==> src/rtl/aclock_pkg.sv <==
// Shared types and constants for the aclock front-panel controller.
package aclock_pkg;

  typedef enum logic [1:0] {
    ST_IDLE,
    ST_EDIT_H,
    ST_EDIT_M,
    ST_COMMIT
  } state_e;

  typedef struct packed {
    logic [1:0] h1;
    logic [3:0] h0;
    logic [3:0] m1;
    logic [3:0] m0;
  } hhmm_t;

  localparam logic [6:0] HOUR_MAX = 7'd23;
  localparam logic [6:0] MIN_MAX  = 7'd59;

  function automatic logic [6:0] bcd2bin(input logic [3:0] tens, input logic [3:0] ones);
    return 7'(tens) * 7'd10 + 7'(ones);
  endfunction

endpackage

==> src/rtl/bcd_hhmm_add.sv <==
// Combinational BCD HH:MM adder: adds 0..59 minutes (optional carry into hours)
// or increments the hours field alone; hours wrap 23 -> 00.
module bcd_hhmm_add
  import aclock_pkg::*;
(
  input  hhmm_t      a_i,
  input  logic [5:0] add_min_i,
  input  logic       hour_only_i,
  input  logic       carry_en_i,
  output hhmm_t      y_o
);

  logic [6:0] h_bin;
  logic [6:0] m_bin;
  logic [6:0] m_sum;
  logic [6:0] h_nxt;
  logic [6:0] m_nxt;
  logic       wrap;
  logic       h_inc;

  always_comb begin
    h_bin = bcd2bin({2'b00, a_i.h1}, a_i.h0);
    m_bin = bcd2bin(a_i.m1, a_i.m0);
    m_sum = m_bin + 7'(add_min_i);
    wrap  = m_sum > MIN_MAX;
    m_nxt = hour_only_i ? m_bin : (wrap ? m_sum - 7'd60 : m_sum);
    h_inc = hour_only_i | (wrap & carry_en_i);
    h_nxt = !h_inc ? h_bin : ((h_bin >= HOUR_MAX) ? 7'd0 : h_bin + 7'd1);
    y_o.h1 = 2'(h_nxt / 7'd10);
    y_o.h0 = 4'(h_nxt % 7'd10);
    y_o.m1 = 4'(m_nxt / 7'd10);
    y_o.m0 = 4'(m_nxt % 7'd10);
  end

endmodule

==> src/rtl/aclock_set_ctrl.sv <==
// Front-panel edit controller for aclock: time/alarm edit sessions, load strobes,
// AL_ON / STOP_al. Optional snooze on btn_inc is enabled by ACLOCK_SNOOZE_EN.
module aclock_set_ctrl
  import aclock_pkg::*;
#(
  parameter int TIMEOUT_CYC = 600,
  parameter int SNOOZE_MIN  = 5
) (
  input  logic       clk,
  input  logic       reset,
  input  logic       btn_set,
  input  logic       btn_mode,
  input  logic       btn_inc,
  input  logic       btn_alarm,
  input  logic       alarm_in,
  input  logic [1:0] cur_H1,
  input  logic [3:0] cur_H0,
  input  logic [3:0] cur_M1,
  input  logic [3:0] cur_M0,
  output logic [1:0] H_in1,
  output logic [3:0] H_in0,
  output logic [3:0] M_in1,
  output logic [3:0] M_in0,
  output logic       LD_time,
  output logic       LD_alarm,
  output logic       AL_ON,
  output logic       STOP_al,
  output logic       edit_active,
  output logic       edit_field,
  output logic       edit_is_alarm
);

  localparam int TW = $clog2(TIMEOUT_CYC + 1);
  localparam logic [TW-1:0] TMO_LAST = TW'(TIMEOUT_CYC - 1);

  state_e        state_q, state_d;
  hhmm_t         edit_q, edit_d;
  hhmm_t         shadow_q, shadow_d;
  logic [TW-1:0] tmo_q, tmo_d;
  logic          target_q, target_d;
  logic          al_on_q, al_on_d;
  logic          stop_q, stop_d;
  logic          ld_time_q, ld_time_d;
  logic          ld_alarm_q, ld_alarm_d;

  hhmm_t      add_a;
  hhmm_t      add_y;
  logic [5:0] add_min;
  logic       hour_only;
  logic       carry_en;
  logic       any_btn;

  bcd_hhmm_add u_add (
    .a_i        (add_a),
    .add_min_i  (add_min),
    .hour_only_i(hour_only),
    .carry_en_i (carry_en),
    .y_o        (add_y)
  );

  // NOTE: every variable gets a default before the case so no path leaves it
  // unassigned; a missing default here would infer a latch.
  always_comb begin
    state_d    = state_q;
    edit_d     = edit_q;
    shadow_d   = shadow_q;
    tmo_d      = tmo_q;
    target_d   = target_q;
    al_on_d    = al_on_q;
    stop_d     = 1'b0;
    ld_time_d  = 1'b0;
    ld_alarm_d = 1'b0;
    add_a      = edit_q;
    add_min    = 6'd1;
    hour_only  = 1'b0;
    carry_en   = 1'b0;
    any_btn    = btn_set | btn_mode | btn_inc | btn_alarm;

    case (state_q)
      ST_IDLE: begin
        // Adder is parked on the snooze sum so the IDLE path only has to select it.
        add_a    = shadow_q;
        add_min  = 6'(SNOOZE_MIN);
        carry_en = 1'b1;
        if (btn_mode) begin
          state_d  = ST_EDIT_H;
          target_d = 1'b1;
          edit_d   = shadow_q;
          tmo_d    = '0;
        end else if (btn_set) begin
          state_d  = ST_EDIT_H;
          target_d = 1'b0;
          edit_d   = {cur_H1, cur_H0, cur_M1, cur_M0};
          tmo_d    = '0;
        end
`ifdef ACLOCK_SNOOZE_EN
        else if (btn_inc && alarm_in) begin
          stop_d   = 1'b1;
          target_d = 1'b1;
          edit_d   = add_y;
          state_d  = ST_COMMIT;
        end
`endif
      end
      ST_EDIT_H, ST_EDIT_M: begin
        hour_only = (state_q == ST_EDIT_H);
        if (btn_mode)     state_d = ST_IDLE;
        else if (btn_set) state_d = (state_q == ST_EDIT_H) ? ST_EDIT_M : ST_COMMIT;
        else if (btn_inc) edit_d  = add_y;

        if (any_btn)                tmo_d   = '0;
        else if (tmo_q == TMO_LAST) state_d = ST_IDLE;
        else                        tmo_d   = tmo_q + 1'b1;
      end
      ST_COMMIT: begin
        state_d = ST_IDLE;
        if (target_q) begin
          ld_alarm_d = 1'b1;
          shadow_d   = edit_q;
        end else begin
          ld_time_d = 1'b1;
        end
      end
      default: state_d = ST_IDLE;
    endcase

    if (btn_alarm) begin
      if (alarm_in) stop_d  = 1'b1;
      else          al_on_d = ~al_on_q;
    end
  end

  // NOTE: state uses non-blocking assignments so every flop samples the
  // pre-edge value of every other flop, independent of statement order.
  always_ff @(posedge clk or negedge reset) begin
    // NOTE: the edit and shadow registers are reset too, because they drive
    // H_in*/M_in* directly and must read 00:00 out of reset.
    if (!reset) begin
      state_q    <= ST_IDLE;
      edit_q     <= '0;
      shadow_q   <= '0;
      tmo_q      <= '0;
      target_q   <= 1'b0;
      al_on_q    <= 1'b0;
      stop_q     <= 1'b0;
      ld_time_q  <= 1'b0;
      ld_alarm_q <= 1'b0;
    end else begin
      state_q    <= state_d;
      edit_q     <= edit_d;
      shadow_q   <= shadow_d;
      tmo_q      <= tmo_d;
      target_q   <= target_d;
      al_on_q    <= al_on_d;
      stop_q     <= stop_d;
      ld_time_q  <= ld_time_d;
      ld_alarm_q <= ld_alarm_d;
    end
  end

  assign H_in1         = edit_q.h1;
  assign H_in0         = edit_q.h0;
  assign M_in1         = edit_q.m1;
  assign M_in0         = edit_q.m0;
  assign LD_time       = ld_time_q;
  assign LD_alarm      = ld_alarm_q;
  assign AL_ON         = al_on_q;
  assign STOP_al       = stop_q;
  assign edit_active   = (state_q == ST_EDIT_H) || (state_q == ST_EDIT_M);
  assign edit_field    = (state_q == ST_EDIT_M);
  assign edit_is_alarm = target_q;

endmodule

==> config.mk <==
export PLATFORM = sky130hd
export DESIGN_NAME = aclock_set_ctrl
export DESIGN_NICKNAME = d
export VERILOG_FILES = /design/src/rtl/aclock_pkg.sv /design/src/rtl/bcd_hhmm_add.sv /design/src/rtl/aclock_set_ctrl.sv
export SDC_FILE = /design/constraint.sdc
export NUM_CORES = 1
export LEC_CHECK = 0
export ABC_AREA = 1
export CORE_MARGIN = 8
export CORE_UTILIZATION = 47
export CTS_CLUSTER_SIZE = 30
export DETAILED_ROUTE_END_ITERATION = 8
export PLACE_DENSITY = 0.8
export SETUP_SLACK_MARGIN = 0.15
export SYNTH_ARGS = -nofsm -noshare
export SYNTH_HDL_FRONTEND = slang
export SYNTH_SLANG_ARGS = --single-unit
==> constraint.sdc <==
create_clock -name clk -period 10.33 [get_ports clk]
set_input_delay 1.033 -clock clk [delete_from_list [all_inputs] [get_ports clk]]
set_output_delay 1.033 -clock clk [all_outputs]
set_load 0.05 [all_outputs]
==> impl_metrics.ini <==
[sta]
whs_ns = 0.484
fin_skew_ns = 0.0101
rsz0062_at_grt = false
hold_viol_final = 0
slew_viol_final = 0
min_period_over_period_pct = 62.1
setup_tns_ns = 0
tightest_slew_ns = 1.00
fin_crit_ns = 6.41
fmax_ghz = 0.156
setup_viol = 0
slew-limit-headroom_pct = 33.0

[cts]
cts_buffers = 5
postCtsHoldBufs = 0
cts_setup_buffers = 0
clk_latency_ns = 0.29
h-tree-depth = 2
clock-sinks = 45
max-clock-path-buffers = 2
cts_resized = 0
cts-root-buf = clkbuf_8
clk_pin_slew_worst_paths_ns = 0.09
tritoncts = done

[layout]
antennaDiodeCount = 0
layout-drive-gt1-share_pct = 13.4
area_growth_syn_to_layout_pct = 13.1
nets = 689

[logic_synthesis]
async_flop_share_pct = 100
synth-edff-count = 0
synth_top_cells_by_count = nand2_1 (142), inv_1 (85), o21ai_0 (56), dfrtp_1 (45), nor2_1 (44)
synth_top_area_share_pct = 26.8
ys_types = 49
yosysTopAreaCell = dfrtp_1
synth_cells = 607
syn_avg_cell_area_sq_um = 6.93
syn-cell-area_sq_um = 4210
ys.flop_type = dfrtp_1
yosys_warnings = 0
synth_area_leaders = dfrtp_1 (27%), nand2_1 (13%), inv_1 (7.6%)
syn-num-nets = 655
ys_ff_latch = 45
ys_seq_area_share_pct = 26.8
synth_most_common_cell = nand2_1

[route]
antenna_left = 0
vias_per_cell = 5.27
drc = 0
vias = 3950
first_pass_iters = 5
wl_um = 10300
wl_per_cell_um = 13.8
drt_iter0_markers = 296

[placed_design]
dp_hpwl_um = 7990
finalWeightedCongestion = 0.855
place.port_buffers = 41

[floorplanning]
die_w_um = 111
core_sq_um = 8720
io_pins = 42
fp.dieH_um = 111
rows = 34
start_util_pct = 48.2
dieArea_sq_um = 12200

[setup_path]
crit_path_max_fanout = 29
path_class = register to register
critical_path.startpoint_type = register
crit_arrival_ns = 6.60
worst_ep_required_time_ns = 10.51
cp-end-kind = register
cp_common_cell = nand2_1
worst_path_max_delay_cell = fa_1
slowest_delay_ns = 0.46

[status]
outcome = complete, no violations

[grt]
overflow = 0
grt_usage_pct = 16.4
antenna_found_initial = 0
grt_pass1_wl_um = 17500
grt_pass1_vias = 3893
grt_max_degree = 46

[worst_hold_path]
hp-class = register to register

[flow_run]
cap_violations = 0
==> cells by family (layout without fill, tap and decap cells) <==
logic type,Yosys count,in the layout,synth area share [%]
compound gates,113,113,15.8
xor+xnor,13,13,3.06
fa+ha+maj,27,27,8.39
buf+inv,111,146,11.4
flops,45,45,26.8
mux,1,1,0.268
simple gates,297,297,34.3
==> state kept, by name (all words and copies together), names as in the netlist <==
register and cells:
tmo_q 10, H_in0 4, LD_time 1, LD_alarm 1, M_in1 4, state_q 2
edit_is_alarm 1, H_in1 2, STOP_al 1, M_in0 4, AL_ON 1, shadow_q 14
==> stage by stage <==
step | utilization (%) | setup WS (ns) | instance area [sq um] | std cells
floorplan | - | 4.48 | 4210 | 607
global placement | 53.2 | 4.34 | 4640 | 742
detailed placement | 53.2 | 3.95 | 4640 | 742
CTS | 54.5 | 3.95 | 4760 | 750
global route | 54.5 | 3.34 | 4760 | 750
finish | 54.5 | 3.92 | 4760 | 750
==> worst max-delay path, delay by kind of cell, from the launching register on <==
kind            cells  cell delay (ns)
flops               1             0.40
compound gates      2             0.45
buf+inv             8             0.79
simple gates       30             2.87
fa+ha+maj           7             1.80
==> per-layer routing <==
layer	up-vias	global-route usage, %	share of wire (%)
li1	2018	-	-
met1	1827	19.5	45
met2	97	29.1	50
met3	8	3.35	4.2
met4	0	4.14	0.75
met5	-	0	0
==> worst paths after layout <==
kind | from | to | cells after the start | slack, ns
setup / recovery | state_q[0]$_DFFE_PN0P_ | M_in0[1]$_DFFE_PN0P_ | 47 | 3.92
hold / removal | AL_ON$_DFFE_PN0P_ | AL_ON$_DFFE_PN0P_ | 1 | 0.48
setup reg to reg | state_q[0]$_DFFE_PN0P_ | M_in0[1]$_DFFE_PN0P_ | 47 | 3.92
hold reg to reg | AL_ON$_DFFE_PN0P_ | AL_ON$_DFFE_PN0P_ | 1 | 0.48
max in group asynchronous | reset | LD_alarm$_DFF_PN0_ | 1 | 8.81
min in group asynchronous | reset | state_q[0]$_DFFE_PN0P_ | 1 | 0.91
==> placed cells by master, fill, tap and decap left out, types with 2 or more instances in the layout <==
cell type,count
dfrtp_1,45
nand3_1,41
nand2_1,142
a2bb2oi_1,3
a21oi_2,2
fa_1,2
o21ai_2,7
clkbuf_8,6
o21ai_0,56
inv_2,8
clkinv_1,2
nor3b_1,2
nand3_4,2
nand3_2,9
a21oi_1,27
ha_1,25
xnor2_1,4
nand4_1,6
nor2_1,44
nor3_1,8
clkdlybuf4s50_1,40
xor2_1,7
inv_1,85
nand2_4,8
nand2_2,25
nor2_2,7
o21ai_1,7
==> layout make-up <==
cell class / instances / area, sq um
tap: 108 / 135
fill: 785 / 3960
multi-input combinational: 451 / 2600
clock buffer: 7 / 86.3
timing repair buffer: 42 / 413
clock inverter: 1 / 30.0
sequential: 45 / 1130
inverter: 96 / 368
Power is not shown: default switching activity piles up to over one toggle a cycle in this logic, so the estimate is an artifact.
